### config.mk
export PLATFORM = sky130hd
export DESIGN_NAME = lzc_norm_pipe
export DESIGN_NICKNAME = d
export VERILOG_FILES = /design/src/rtl/lzc_norm_pipe.sv
export SDC_FILE = /design/constraint.sdc
export NUM_CORES = 1
export LEC_CHECK = 0
export CAP_MARGIN = 10
export CORE_AREA = 2 2 108 110
export CTS_BUF_LIST = sky130_fd_sc_hd__clkbuf_8
export DETAILED_ROUTE_END_ITERATION = 8
export DIE_AREA = 0 0 110 112
export SLEW_MARGIN = 25
export SYNTH_ARGS = -nofsm -noshare
export SYNTH_HDL_FRONTEND = slang
export SYNTH_SLANG_ARGS = --single-unit
### constraint.sdc
create_clock -name clk -period 2.6 [get_ports clk]
set_clock_uncertainty 0.1 [all_clocks]
set_input_delay 0.39 -clock clk [delete_from_list [all_inputs] [get_ports clk]]
set_output_delay 0.39 -clock clk [all_outputs]
set_load 0.005 [all_outputs]
### src/rtl/lzc_norm_pipe.sv
// Two-stage leading-zero / leading-sign counter and normaliser.
// S1 captures the word plus a coarse 4-bit-group count; S2 finishes the count and shifts.

module lzc_norm_grp (
  input  logic [3:0] nib,
  output logic [1:0] lz
);
  // Only meaningful for a non-zero nibble; an all-zero group is resolved by the coarse count.
  always_comb begin
    if (nib[3])      lz = 2'd0;
    else if (nib[2]) lz = 2'd1;
    else if (nib[1]) lz = 2'd2;
    else             lz = 2'd3;
  end
endmodule

module lzc_norm_pipe #(
  parameter  int W  = 20,
  localparam int CW = $clog2(W + 1)
) (
  input  logic          clk,
  input  logic          reset_n,
  input  logic [W-1:0]  i_data,
  input  logic          i_signed,
  input  logic          i_valid,
  output logic          o_ready,
  output logic [CW-1:0] o_count,
  output logic [W-1:0]  o_norm,
  output logic          o_zero,
  output logic          o_valid,
  input  logic          i_ready
);
  localparam int GW     = (W + 3) / 4;
  localparam int WP     = 4 * GW;
  localparam int CGW    = $clog2(GW + 1);
  localparam int STAGES = 2;

  typedef struct packed {
    logic [W-1:0]   data;
    logic [WP-1:0]  key;
    logic [CGW-1:0] cg;
    logic           zero;
  } s1_t;

  typedef struct packed {
    logic [CW-1:0] count;
    logic [W-1:0]  norm;
    logic          zero;
  } s2_t;

  logic [STAGES:1] vld_pipe_q, vld_pipe_d;
  s1_t             s1_q, s1_d;
  s2_t             s2_q, s2_d;

  logic s1_load, s2_load;

  // ---------------- S1 input side: key word and coarse group count
  logic [W-1:0]   key_w;
  logic [WP-1:0]  key_p;
  logic [GW-1:0]  grp_z;
  logic           in_zero;
  logic [CGW-1:0] cg_cnt;
  logic           cg_run;

  // Signed mode counts sign-bit transitions: adjacent-bit XOR with a forced
  // trailing 1 turns "leading bits equal to MSB minus one" into a plain LZC.
  always_comb begin
    if (i_signed) key_w = {i_data[W-2:0] ^ i_data[W-1:1], 1'b1};
    else          key_w = i_data;
    key_p   = WP'(key_w) << (WP - W);
    in_zero = i_signed ? ~|key_w[W-1:1] : ~|i_data;
    for (int g = 0; g < GW; g++) grp_z[g] = ~|key_p[WP-1-4*g -: 4];
    cg_cnt = '0;
    cg_run = 1'b1;
    for (int g = 0; g < GW; g++) begin
      if (cg_run && grp_z[g]) cg_cnt = cg_cnt + CGW'(1);
      else                    cg_run = 1'b0;
    end
  end

  // ---------------- S2 input side: fine count and barrel shift
  logic [GW-1:0][1:0] grp_lz;
  logic [1:0]         fine;
  logic [CW+1:0]      raw;
  logic [CW-1:0]      count_c;
  logic [W-1:0]       norm_c;

  for (genvar g = 0; g < GW; g++) begin : g_grp
    lzc_norm_grp u_grp (
      .nib (s1_q.key[WP-1-4*g -: 4]),
      .lz  (grp_lz[g])
    );
  end

  // Padding groups can push the raw count past W for a zero input; clamp it.
  always_comb begin
    fine = 2'd0;
    for (int g = 0; g < GW; g++) begin
      if (CGW'(g) == s1_q.cg) fine = grp_lz[g];
    end
    raw     = ((CW + 2)'(s1_q.cg) << 2) + (CW + 2)'(fine);
    count_c = (raw > (CW + 2)'(W)) ? CW'(W) : raw[CW-1:0];
    norm_c  = s1_q.data << count_c;
  end

  // ---------------- handshake and stage loads
  assign s2_load = !vld_pipe_q[2] || i_ready;
  assign s1_load = !vld_pipe_q[1] || s2_load;
  assign o_ready = s1_load;

  always_comb begin
    vld_pipe_d = vld_pipe_q;
    s1_d       = s1_q;
    s2_d       = s2_q;
    if (s1_load) vld_pipe_d[1] = i_valid;
    if (s1_load && i_valid) begin
      s1_d.data = i_data;
      s1_d.key  = key_p;
      s1_d.cg   = cg_cnt;
      s1_d.zero = in_zero;
    end
    if (s2_load) vld_pipe_d[2] = vld_pipe_q[1];
    if (s2_load && vld_pipe_q[1]) begin
      s2_d.count = count_c;
      s2_d.norm  = norm_c;
      s2_d.zero  = s1_q.zero;
    end
  end

  always_ff @(posedge clk or negedge reset_n) begin
    if (!reset_n) begin
      vld_pipe_q <= '0;
      s1_q       <= '0;
      s2_q       <= '0;
    end else begin
      vld_pipe_q <= vld_pipe_d;
      s1_q       <= s1_d;
      s2_q       <= s2_d;
    end
  end

  assign o_valid = vld_pipe_q[2];
  assign o_count = s2_q.count;
  assign o_norm  = s2_q.norm;
  assign o_zero  = s2_q.zero;

endmodule

# == Word-level counts from Yosys, hierarchy flattened ==
# Index checks and enable logic that the tools add are counted.
# word_totals
latchBits,0
rom_bits,0
output_inout_bits,28
mem_bits_rw,0
register_bits,72
mem_count,0
# op_classes
div_mod_pow,0
addsub,5
shifts,1
muxes,32
eq_ne,4
n_lt_le_gt_ge,1
multipliers,0
n_reduce_logical,24
bitwise_logic,1
# op_table
op,count
$mux W2,16
$mux W20,1
$reduce_or A20 Y1,1
$reduce_or A4 Y1,5
$shl A20 B5 Y20,1
$reduce_or A19 Y1,1
$xor A19 B19 Y19,1
$mux W1,11
$add A3 B1 Y3 const B,3
$mux W3,3
$logic_not A1 Y1,8
$add A5 B2 Y6,1
$eq A2 B3 Y1 const A,2
$gt A6 B5 Y1 const B,1
$logic_and A1 B1 Y1,6
$mux W5,1
$eq A1 B3 Y1 const A,1
$eq A3 B3 Y1 const A,1
$logic_not A3 Y1,1
$add A1 B1 Y2 const B,1
$logic_or A1 B1 Y1,2

# == Logic depth before layout (Yosys ltp) ==
# Gate-level depths: netlist (run 1).
# depth
ltp_word,12
ltp_mapped,16

# == Hierarchy ==
# Synthesis (run 1) repeated with hierarchy kept, for this count alone.
# unflattened
hier_cells,503
hier_area_um2,4540.6
# modules_own_cells
mod,n_inst,area_each_um2,cells_per_inst
lzc_norm_pipe,1,4459.3,488
lzc_norm_grp,5,16.3,3

# == Worst setup path before layout (run 1) ==
# OpenSTA, ideal clock, no wires.
# synth_path
kind,input-to-reg
startpoint,input port i_data[12]
endpoint,register s1_q[3] (netlist bit)
path_slack_ns,-0.424
arrival_ns,2.848
path_buffers,0
required_time_ns,2.423
stages,16
cell_sequence,inv_1 -> ha_1 -> nor2_1 -> o2111ai_1 -> o31a_1 -> o21a_1 -> a31o_2 -> ha_1 -> o31ai_1 -> inv_1 -> ha_1 -> inv_1 -> nor2_1 -> xnor2_1 -> or4_1 -> o21ai_1
# synth_via
elab_chain_cells,12
elab_cells_between_ends,18
cone_classes,add/sub: 3; mux: 8; bitwise: 1; reduce/logical: 6
# synth_lines
element,line,source
start: declaration,23,"input logic [W-1:0] i_data,"
$xor A19 B19 Y19,68,"if (i_signed) key_w = {i_data[W-2:0] ^ i_data[W-1:1], 1'b1};"
$mux W20 (*),68,
$reduce_or A4 Y1 (*),72,for (int g = 0; g < GW; g++) grp_z[g] = ~|key_p[WP-1-4*g -: 4];
$logic_not A1 Y1 (*),72,
$logic_and A1 B1 Y1 (*),76,if (cg_run && grp_z[g]) cg_cnt = cg_cnt + CGW'(1);
$mux W2 or $mux W1 (tied branches),76,
$add A3 B1 Y3 or $logic_and A1 B1 Y1 (tied branches),76,
$mux W3 or $mux W1 (tied branches),76,
$add A3 B1 Y3 or $logic_and A1 B1 Y1 (tied branches),76,
$mux W3 or $mux W1 (tied branches),76,
$add A3 B1 Y3 or $logic_and A1 B1 Y1 (tied branches),76,
$mux W3 (*),76,
end signal: assignment,133,s1_q <= '0;
end signal: assignment,137,s1_q <= s1_d;
end: declaration,52,"s1_t s1_q, s1_d;"
# Mark *: on every way between the ends. The rest lies on a longest branch, timed or not.
# A chain may end at the register's enable or synchronous reset.

# == Final worst setup path (run 1) ==
# layout_path
startpoint,input port i_data[13]
endpoint,register s1_q[3] (netlist bit)
# The elaborated chain is that of the path after synthesis.

==> metrics.txt, run 1 <==
# TYPE chip_impl_metric gauge
chip_impl_info{name="run_status",value="finished, violations left"} 1
chip_impl_info{name="violations",value="negative setup slack"} 1
chip_impl_metric{name="hold_viol_final",unit=""} 0
chip_impl_metric{name="rows",unit=""} 39
chip_impl_metric{name="place_hpwl",unit="um"} 9560
chip_impl_metric{name="first_pass_iters",unit=""} 5
chip_impl_metric{name="worst_ir_drop_vdd",unit="mV"} 0.379
chip_impl_info{name="slowest_stage",value="or4_1"} 1
chip_impl_info{name="min-delay-path-class",value="in2async"} 1
chip_impl_metric{name="worst-path-stages",unit=""} 17
chip_impl_info{name="cts.root.buffer_cell",value="clkbuf_8"} 1
chip_impl_metric{name="powerDensity",unit="mW/mm^2"} 683
chip_impl_metric{name="yosys.area.top_type_share",unit=""} 0.382
chip_impl_metric{name="critical_path.max_stage_delay",unit="ns"} 0.40
chip_impl_metric{name="critical_path_required",unit="ns"} 2.78
chip_impl_metric{name="grt-ovfl-total",unit=""} 0
chip_impl_info{name="clock_tree_from_tritoncts",value="yes"} 1
chip_impl_metric{name="critical_path_peak_fanout",unit=""} 3
chip_impl_metric{name="initial_core_util",unit=""} 0.392
chip_impl_info{name="critPathCaptureType",value="flop"} 1
chip_impl_metric{name="finalWeightedCongestion",unit=""} 0.920
chip_impl_info{name="netlist.top_cell.by_area",value="dfrtp_1"} 1
chip_impl_metric{name="cts_htree_levels",unit=""} 3
chip_impl_info{name="ys_dominant_reg_cell",value="dfrtp_1"} 1
chip_impl_metric{name="synth_warnings",unit=""} 0
chip_impl_metric{name="least_margin_pin_slew",unit="ns"} 0.911
chip_impl_info{name="crit_path_cell_trace",value="buf_8, buf_8, buf_6, xnor2_2, a31oi_1, o31a_1, o21a_1, a31o_4, ha_4, o31ai_4, inv_2, ha_4, inv_2, nor2_2, xnor2_1, or4_1, o21ai_1"} 1
chip_impl_metric{name="portBuffers",unit=""} 52
chip_impl_metric{name="timing.final.max_slew_violations",unit=""} 0
chip_impl_metric{name="setup_slack",unit="ns"} -0.208
chip_impl_info{name="synth_top_cells_by_area",value="dfrtp_1 38%, mux2i_1 9.4%, nand2_1 6.2%, o21ai_0 5.1%, ha_1 3.4%"} 1
chip_impl_metric{name="totalWireLength",unit="um"} 13500
chip_impl_info{name="critPathTopFamily",value="compound AO/OA/AOI/OAI gates"} 1
chip_impl_metric{name="cp.arrival",unit="ns"} 2.99
chip_impl_metric{name="finalCoreUtilization",unit=""} 0.594
chip_impl_metric{name="final_antenna_diode_count",unit=""} 0
chip_impl_metric{name="dieArea",unit="mm^2"} 0.0123
chip_impl_metric{name="maximum_number_of_pins_on_one_net_before_global_route_repair",unit=""} 68
chip_impl_metric{name="clkSlewWorstSetupHoldPaths",unit="ns"} 0.07
chip_impl_metric{name="final_antenna_net_count",unit=""} 0
chip_impl_metric{name="netlist_area",unit="mm^2"} 0.00438
chip_impl_metric{name="grt_pass1_vias",unit=""} 4121
chip_impl_metric{name="hold_buffers",unit=""} 0
chip_impl_metric{name="timing.critical_path.buf_inv",unit=""} 5
chip_impl_metric{name="clock.fmax",unit="GHz"} 0.356
chip_impl_metric{name="first_iter_violations",unit=""} 262
chip_impl_metric{name="layout.filler_cells",unit=""} 977
chip_impl_metric{name="syn-mean-instance-area",unit="um^2"} 9.27
chip_impl_metric{name="via_per_inst",unit=""} 5.45
chip_impl_metric{name="synth_cells",unit=""} 473
chip_impl_metric{name="total_power",unit="W"} 0.00453
chip_impl_metric{name="clock_tree.buffer_depth",unit=""} 2
chip_impl_metric{name="grt_use_total",unit=""} 0.214
chip_impl_metric{name="cts_num_sinks",unit=""} 67
chip_impl_metric{name="finalCritPeriodShare",unit=""} 1.08
chip_impl_metric{name="dieHeight",unit="um"} 112
chip_impl_info{name="crit_type",value="in2reg"} 1
chip_impl_metric{name="power.static_leakage",unit="nW"} 2.87
chip_impl_metric{name="cap_violations",unit=""} 0
chip_impl_metric{name="setup_viol_count_final",unit=""} 16
chip_impl_metric{name="drt-wirelength-per-cell",unit="um"} 17.4
chip_impl_metric{name="die_width",unit="um"} 110
chip_impl_metric{name="pin_count",unit=""} 53
chip_impl_metric{name="ffs_latches_synth",unit=""} 67
chip_impl_metric{name="slew_headroom",unit=""} 0.387
chip_impl_info{name="worst_setup_path_start_kind",value="input port"} 1
chip_impl_metric{name="synth_cell_type_count",unit=""} 70
chip_impl_metric{name="synthesis.nets",unit=""} 510
chip_impl_metric{name="layout_area_overhead",unit="%"} 51.5
chip_impl_metric{name="worst_skew_pair.late_latency",unit="ns"} 0.36
chip_impl_metric{name="final.hold.worst_slack",unit="ns"} 0.126
chip_impl_metric{name="part_of_the_yosys_area_used_for_sequential_elements",unit=""} 0.382
chip_impl_metric{name="r2r_setup_slack",unit="ns"} -0.11
chip_impl_metric{name="async_reset_ff_frac",unit=""} 1.00
chip_impl_metric{name="placement.setup.worst_slack",unit="ns"} -1.05
chip_impl_metric{name="core-area",unit="mm^2"} 0.0112
chip_impl_info{name="grt_setup_unrepaired",value="yes"} 1
chip_impl_info{name="timing.rr.start",value="s1_q[2]"} 1
chip_impl_metric{name="drc",unit=""} 0
chip_impl_metric{name="reg2reg_depth",unit=""} 10
chip_impl_metric{name="antenna_found_initial",unit=""} 0
chip_impl_metric{name="final_area",unit="mm^2"} 0.00664
chip_impl_metric{name="finalWorstPathRequiredPeriod",unit="ns"} 2.81
chip_impl_metric{name="edff_count_synth",unit=""} 0
chip_impl_metric{name="grt_pass1_wl",unit="um"} 20500
chip_impl_metric{name="cts_inserted_buffers",unit=""} 9
chip_impl_metric{name="nets",unit=""} 665
chip_impl_info{name="worstSetupStartpoint",value="i_data[13]"} 1
chip_impl_metric{name="cell_area_reported_after_detailed_placement",unit="mm^2"} 0.00567
chip_impl_metric{name="drive_above_1_share",unit=""} 0.375
chip_impl_metric{name="dr_total_vias",unit=""} 4227
[final timing paths]
check	endpoint
worst max register to register	o_norm[4]
worst min register to register	s1_q[11]
min in group clk	s1_q[38]
worst min-delay path	o_norm[4]
worst max-delay path	s1_q[3]
max in group asynchronous	s1_q[32]
[metrics by stage]
| step | std cells | setup TNS [ns] |
|---|---|---|
| 6_report | 775 | -1.25 |
| 3_3_place_gp | 730 | -2.75 |
| 5_1_grt | 775 | -2.52 |
| 3_5_place_dp | 730 | -3.20 |
| 4_1_cts | 759 | -0.578 |
| 2_1_floorplan | 473 | -0.440 |
[layer usage]
layer	GRT usage	up-vias	part of all wire
met1	0.277	2001	0.43
li1	-	2040	-
met5	0	-	0
met4	0.0869	0	0.032
met2	0.353	148	0.49
met3	0.0316	38	0.050
[flip-flops by register name (all words and copies together) (netlist names)]
register	flops
vld_pipe_q	2
o_zero	1
o_norm	20
o_count	5
s1_q	39
[Yosys cell counts, types with 5 or more instances]
master and count:
mux2i_1 41, a21oi_1 10, o21a_1 5, inv_1 28, clkbuf_1 17, xnor2_1 9, ha_1 12, o21ai_0 45
a211oi_1 6, nand2b_1 5, nor2b_1 6, dfrtp_1 67, a22o_1 5, nor2_1 22, nor4_1 6, a22oi_1 17
o21ai_1 6, nand2_1 72, nor3_1 6, mux2_2 6
[cells in the final DEF, fill, tap and decap left out, drive strengths merged, types with 6 or more instances in the layout]
master         instances
buf                  122
nand2                 72
dfrtp                 67
o21ai                 51
mux2i                 45
clkdlybuf4s50         37
inv                   28
nor2                  23
a22oi                 17
ha                    12
clkbuf                11
a21oi                 10
xnor2                  9
dlygate4sd2            8
nor4                   7
mux2                   7
nor3                   6
nor2b                  6
a211oi                 6
[area by class of cell]
| type | count | area, um^2 | share of cell area |
|---|---|---|---|
| Clock buffer | 9 | 124 | 0.0187 |
| Clock inverter | 6 | 67.6 | 0.0102 |
| Inverter | 28 | 120 | 0.0181 |
| Multi-Input combinational cell | 352 | 2990 | 0.450 |
| Sequential cell | 67 | 1680 | 0.252 |
| Tap cell | 143 | 179 | 0.0269 |
| Timing Repair Buffer | 170 | 1490 | 0.224 |
[cells by family after synthesis]
logic type | Yosys count | synth area share
simple gates | 143 | 0.159
compound gates | 132 | 0.209
flops | 67 | 0.382
buf+inv | 56 | 0.0639
mux | 52 | 0.129
fa+ha+maj | 12 | 0.0342
xor+xnor | 11 | 0.0220
[power breakdown]
part           switching (W)  total, W  internal [W]
combinational        0.00101   0.00223       0.00122
sequential          0.000176   0.00143       0.00126
clock               0.000432  0.000871      0.000439
total                0.00162   0.00453       0.00292
[timing repair]
action / 4_1_cts / 5_1_grt
gates cloned: 2 / 0
setup endpoints to repair: 15 / 21
pin swaps: 23 / 41
buffers inserted: 12 / 16
gates resized for setup: 70 / 79
Note: power is estimated with default switching activity, not from simulation.
==> inputs of run 2 (changes only) <==
--- a/config.mk
+++ b/config.mk
@@ -6,10 +6,11 @@
 export NUM_CORES = 1
 export LEC_CHECK = 0
 export CAP_MARGIN = 10
-export CORE_AREA = 2 2 108 110
+export CORE_AREA = 2 2 78 154
 export CTS_BUF_LIST = sky130_fd_sc_hd__clkbuf_8
+export CTS_CLUSTER_DIAMETER = 150
 export DETAILED_ROUTE_END_ITERATION = 8
-export DIE_AREA = 0 0 110 112
+export DIE_AREA = 0 0 80 156
 export SLEW_MARGIN = 25
 export SYNTH_ARGS = -nofsm -noshare
 export SYNTH_HDL_FRONTEND = slang
==> run 2 against run 1 <==
Effect of this change: first-iteration DRC count decreased by 0.38%; non-clock buffer count decreased by 5; the run still ends with negative setup slack left; sequential share of layout area increased by 0.77 points; critical path depth increased by 1; routed wire length increased by 3.6%.
==> metrics.txt, run 2 (same netlist as run 1, synthesis figures left out) <==
# TYPE chip_impl_metric gauge
chip_impl_info{name="run_status",value="finished, violations left"} 1
chip_impl_info{name="crit_path_cell_trace",value="buf_6, buf_6, inv_12, ha_4, nor2_4, o2111ai_2, o31a_1, o21a_1, a31o_4, ha_4, o31ai_4, inv_2, ha_4, inv_2, nor2_2, xnor2_1, or4_1, o21ai_1"} 1
chip_impl_metric{name="dr_total_vias",unit=""} 4235
chip_impl_metric{name="via_per_inst",unit=""} 5.51
chip_impl_info{name="violations",value="negative setup slack"} 1
chip_impl_metric{name="power.static_leakage",unit="nW"} 2.81
chip_impl_metric{name="grt_use_total",unit=""} 0.228
chip_impl_metric{name="cap_violations",unit=""} 0
chip_impl_info{name="grt_setup_unrepaired",value="yes"} 1
chip_impl_metric{name="initial_core_util",unit=""} 0.388
chip_impl_metric{name="setup_viol_count_final",unit=""} 12
chip_impl_metric{name="layout_area_overhead",unit="%"} 47.0
chip_impl_metric{name="place_hpwl",unit="um"} 10600
chip_impl_metric{name="cts_num_sinks",unit=""} 67
chip_impl_metric{name="final.hold.worst_slack",unit="ns"} 0.343
chip_impl_info{name="largest_register",value="s1_q"} 1
chip_impl_metric{name="finalCoreUtilization",unit=""} 0.571
chip_impl_metric{name="finalWeightedCongestion",unit=""} 0.937
chip_impl_metric{name="final_antenna_diode_count",unit=""} 0
chip_impl_metric{name="clkSlewWorstSetupHoldPaths",unit="ns"} 0.08
chip_impl_metric{name="finalWorstPathRequiredPeriod",unit="ns"} 2.83
chip_impl_metric{name="critical_path.max_stage_delay",unit="ns"} 0.39
chip_impl_metric{name="dieArea",unit="mm^2"} 0.0125
chip_impl_metric{name="drive_above_1_share",unit=""} 0.352
chip_impl_metric{name="finalCritPeriodShare",unit=""} 1.09
chip_impl_metric{name="dieHeight",unit="um"} 156
chip_impl_metric{name="slew_headroom",unit=""} 0.556
chip_impl_metric{name="antenna_found_initial",unit=""} 0
chip_impl_metric{name="hold_viol_final",unit=""} 0
chip_impl_metric{name="die_width",unit="um"} 80
chip_impl_info{name="cts.root.buffer_cell",value="clkbuf_8"} 1
chip_impl_metric{name="grt-ovfl-total",unit=""} 0
chip_impl_info{name="crit_type",value="in2reg"} 1
chip_impl_info{name="final_cell_mix",value="103 x buf_4, 68 x nand2_1, 67 x dfrtp_1"} 1
chip_impl_info{name="timing.critical_path.mode_cell",value="ha_4"} 1
chip_impl_metric{name="largest_register_ffs",unit=""} 39
chip_impl_metric{name="nets",unit=""} 659
chip_impl_metric{name="pin_count",unit=""} 53
chip_impl_metric{name="critical_path_peak_fanout",unit=""} 3
chip_impl_metric{name="cts_htree_levels",unit=""} 3
chip_impl_metric{name="maximum_number_of_pins_on_one_net_before_global_route_repair",unit=""} 47
chip_impl_metric{name="drt-wirelength-per-cell",unit="um"} 18.2
chip_impl_metric{name="final_antenna_net_count",unit=""} 0
chip_impl_metric{name="drc",unit=""} 0
chip_impl_metric{name="grt_pass1_vias",unit=""} 4281
chip_impl_metric{name="grt_pass1_wl",unit="um"} 21700
chip_impl_info{name="critPathTopFamily",value="compound AO/OA/AOI/OAI gates"} 1
chip_impl_metric{name="timing.critical_path.buf_inv",unit=""} 5
chip_impl_metric{name="first_iter_violations",unit=""} 261
chip_impl_metric{name="rows",unit=""} 55
chip_impl_metric{name="worst_skew_pair.late_latency",unit="ns"} 0.37
chip_impl_metric{name="powerDensity",unit="mW/mm^2"} 680
chip_impl_metric{name="placement.setup.worst_slack",unit="ns"} -1.09
chip_impl_metric{name="worst_ir_drop_vdd",unit="mV"} 0.327
chip_impl_info{name="min-delay-path-class",value="in2reg"} 1
chip_impl_metric{name="timing.final.max_slew_violations",unit=""} 0
chip_impl_metric{name="clock.fmax",unit="GHz"} 0.353
chip_impl_info{name="mostFrequentLayoutCell",value="buf_4"} 1
chip_impl_info{name="clock_tree_from_tritoncts",value="yes"} 1
chip_impl_metric{name="critical_path_required",unit="ns"} 2.79
chip_impl_info{name="critPathCaptureType",value="flop"} 1
chip_impl_metric{name="setup_slack",unit="ns"} -0.231
chip_impl_metric{name="first_pass_iters",unit=""} 5
chip_impl_metric{name="clock_tree.buffer_depth",unit=""} 2
chip_impl_metric{name="cts_inserted_buffers",unit=""} 9
chip_impl_metric{name="portBuffers",unit=""} 52
chip_impl_info{name="worst_setup_path_start_kind",value="input port"} 1
chip_impl_metric{name="totalWireLength",unit="um"} 14000
chip_impl_metric{name="cp.arrival",unit="ns"} 3.02
chip_impl_metric{name="core-area",unit="mm^2"} 0.0113
chip_impl_info{name="slowest_stage",value="or4_1"} 1
chip_impl_metric{name="least_margin_pin_slew",unit="ns"} 0.666
==> run 2: cell types whose count changed in the layout (fill, tap and decap cells not counted), moves of 3 or more <==
cell	previous run	this run
mux2i_2	12	9
a22oi_2	9	6
mux2i_1	24	29
buf_6	17	8
buf_4	97	103
a22oi_1	8	11
==> run 2: final timing paths <==
check	from	endpoint	slack, ns	cells after the start
max reg2reg	s1_q[1]	o_norm[13]	-0.18	9
max in group asynchronous	reset_n	s1_q[29]	1.27	3
min in group asynchronous	reset_n	o_zero	0.49	2
max	i_data[13]	s1_q[3]	-0.23	18
min reg2reg	s1_q[9]	s1_q[9]	0.38	2
min	i_data[12]	s1_q[36]	0.34	4
==> run 2: worst reg2reg max path: cells and delay by family, from the launching register on <==
family	cells	cell delay, ns
flip-flops	1	0.42
multiplexers	2	0.38
AO/OA/AOI/OAI	3	0.71
AND/OR/NAND/NOR	2	0.69
buffers and inverters	2	0.36
==> run 2: repair_timing <==
item,CTS,global route
setup buffers,8,8
pin swaps,20,31
gates resized for setup,70,42
gates cloned,1,0
endpoints found under the setup margin,15,18
hold buffers,1,0
endpoints found under the hold margin,28,0
==> run 2: per-layer routing <==
| metal | GRT usage | vias up | part of all wire | wire length, um |
|---|---|---|---|---|
| met4 | 0.136 | 0 | 0.072 | 1010 |
| met3 | 0.0353 | 64 | 0.028 | 398 |
| met5 | 0 | - | 0 | 0 |
| met2 | 0.437 | 126 | 0.57 | 7910 |
| met1 | 0.219 | 2025 | 0.33 | 4660 |
| li1 | - | 2020 | - | - |
==> run 2: cell type report <==
cell class | instances | area, um^2
clock buffers | 9 | 124
clock inverters | 7 | 76.3
fillers | 1064 | 4840
inverters | 28 | 120
multi-input cells | 351 | 2870
flip-flops and latches | 67 | 1680
well taps | 142 | 178
repair buffers | 165 | 1400
==> run 2: stage by stage <==
stage                     power [W]  cell area [um^2]  TNS (ns)  std cells
after global routing        0.00462              6440     -2.22        769
after floorplan             0.00234              4470    -0.440        473
after detailed placement    0.00316              5730     -2.96        736
after CTS                   0.00417              6190    -0.365        762
final                       0.00438              6440    -0.857        769
after global placement      0.00312              5730     -2.39        736
==> run 2: report_power, final <==
group          switching (W)  internal [W]  total, W
clock               0.000446      0.000449  0.000895
combinational       0.000963       0.00110   0.00206
sequential          0.000169       0.00126   0.00143
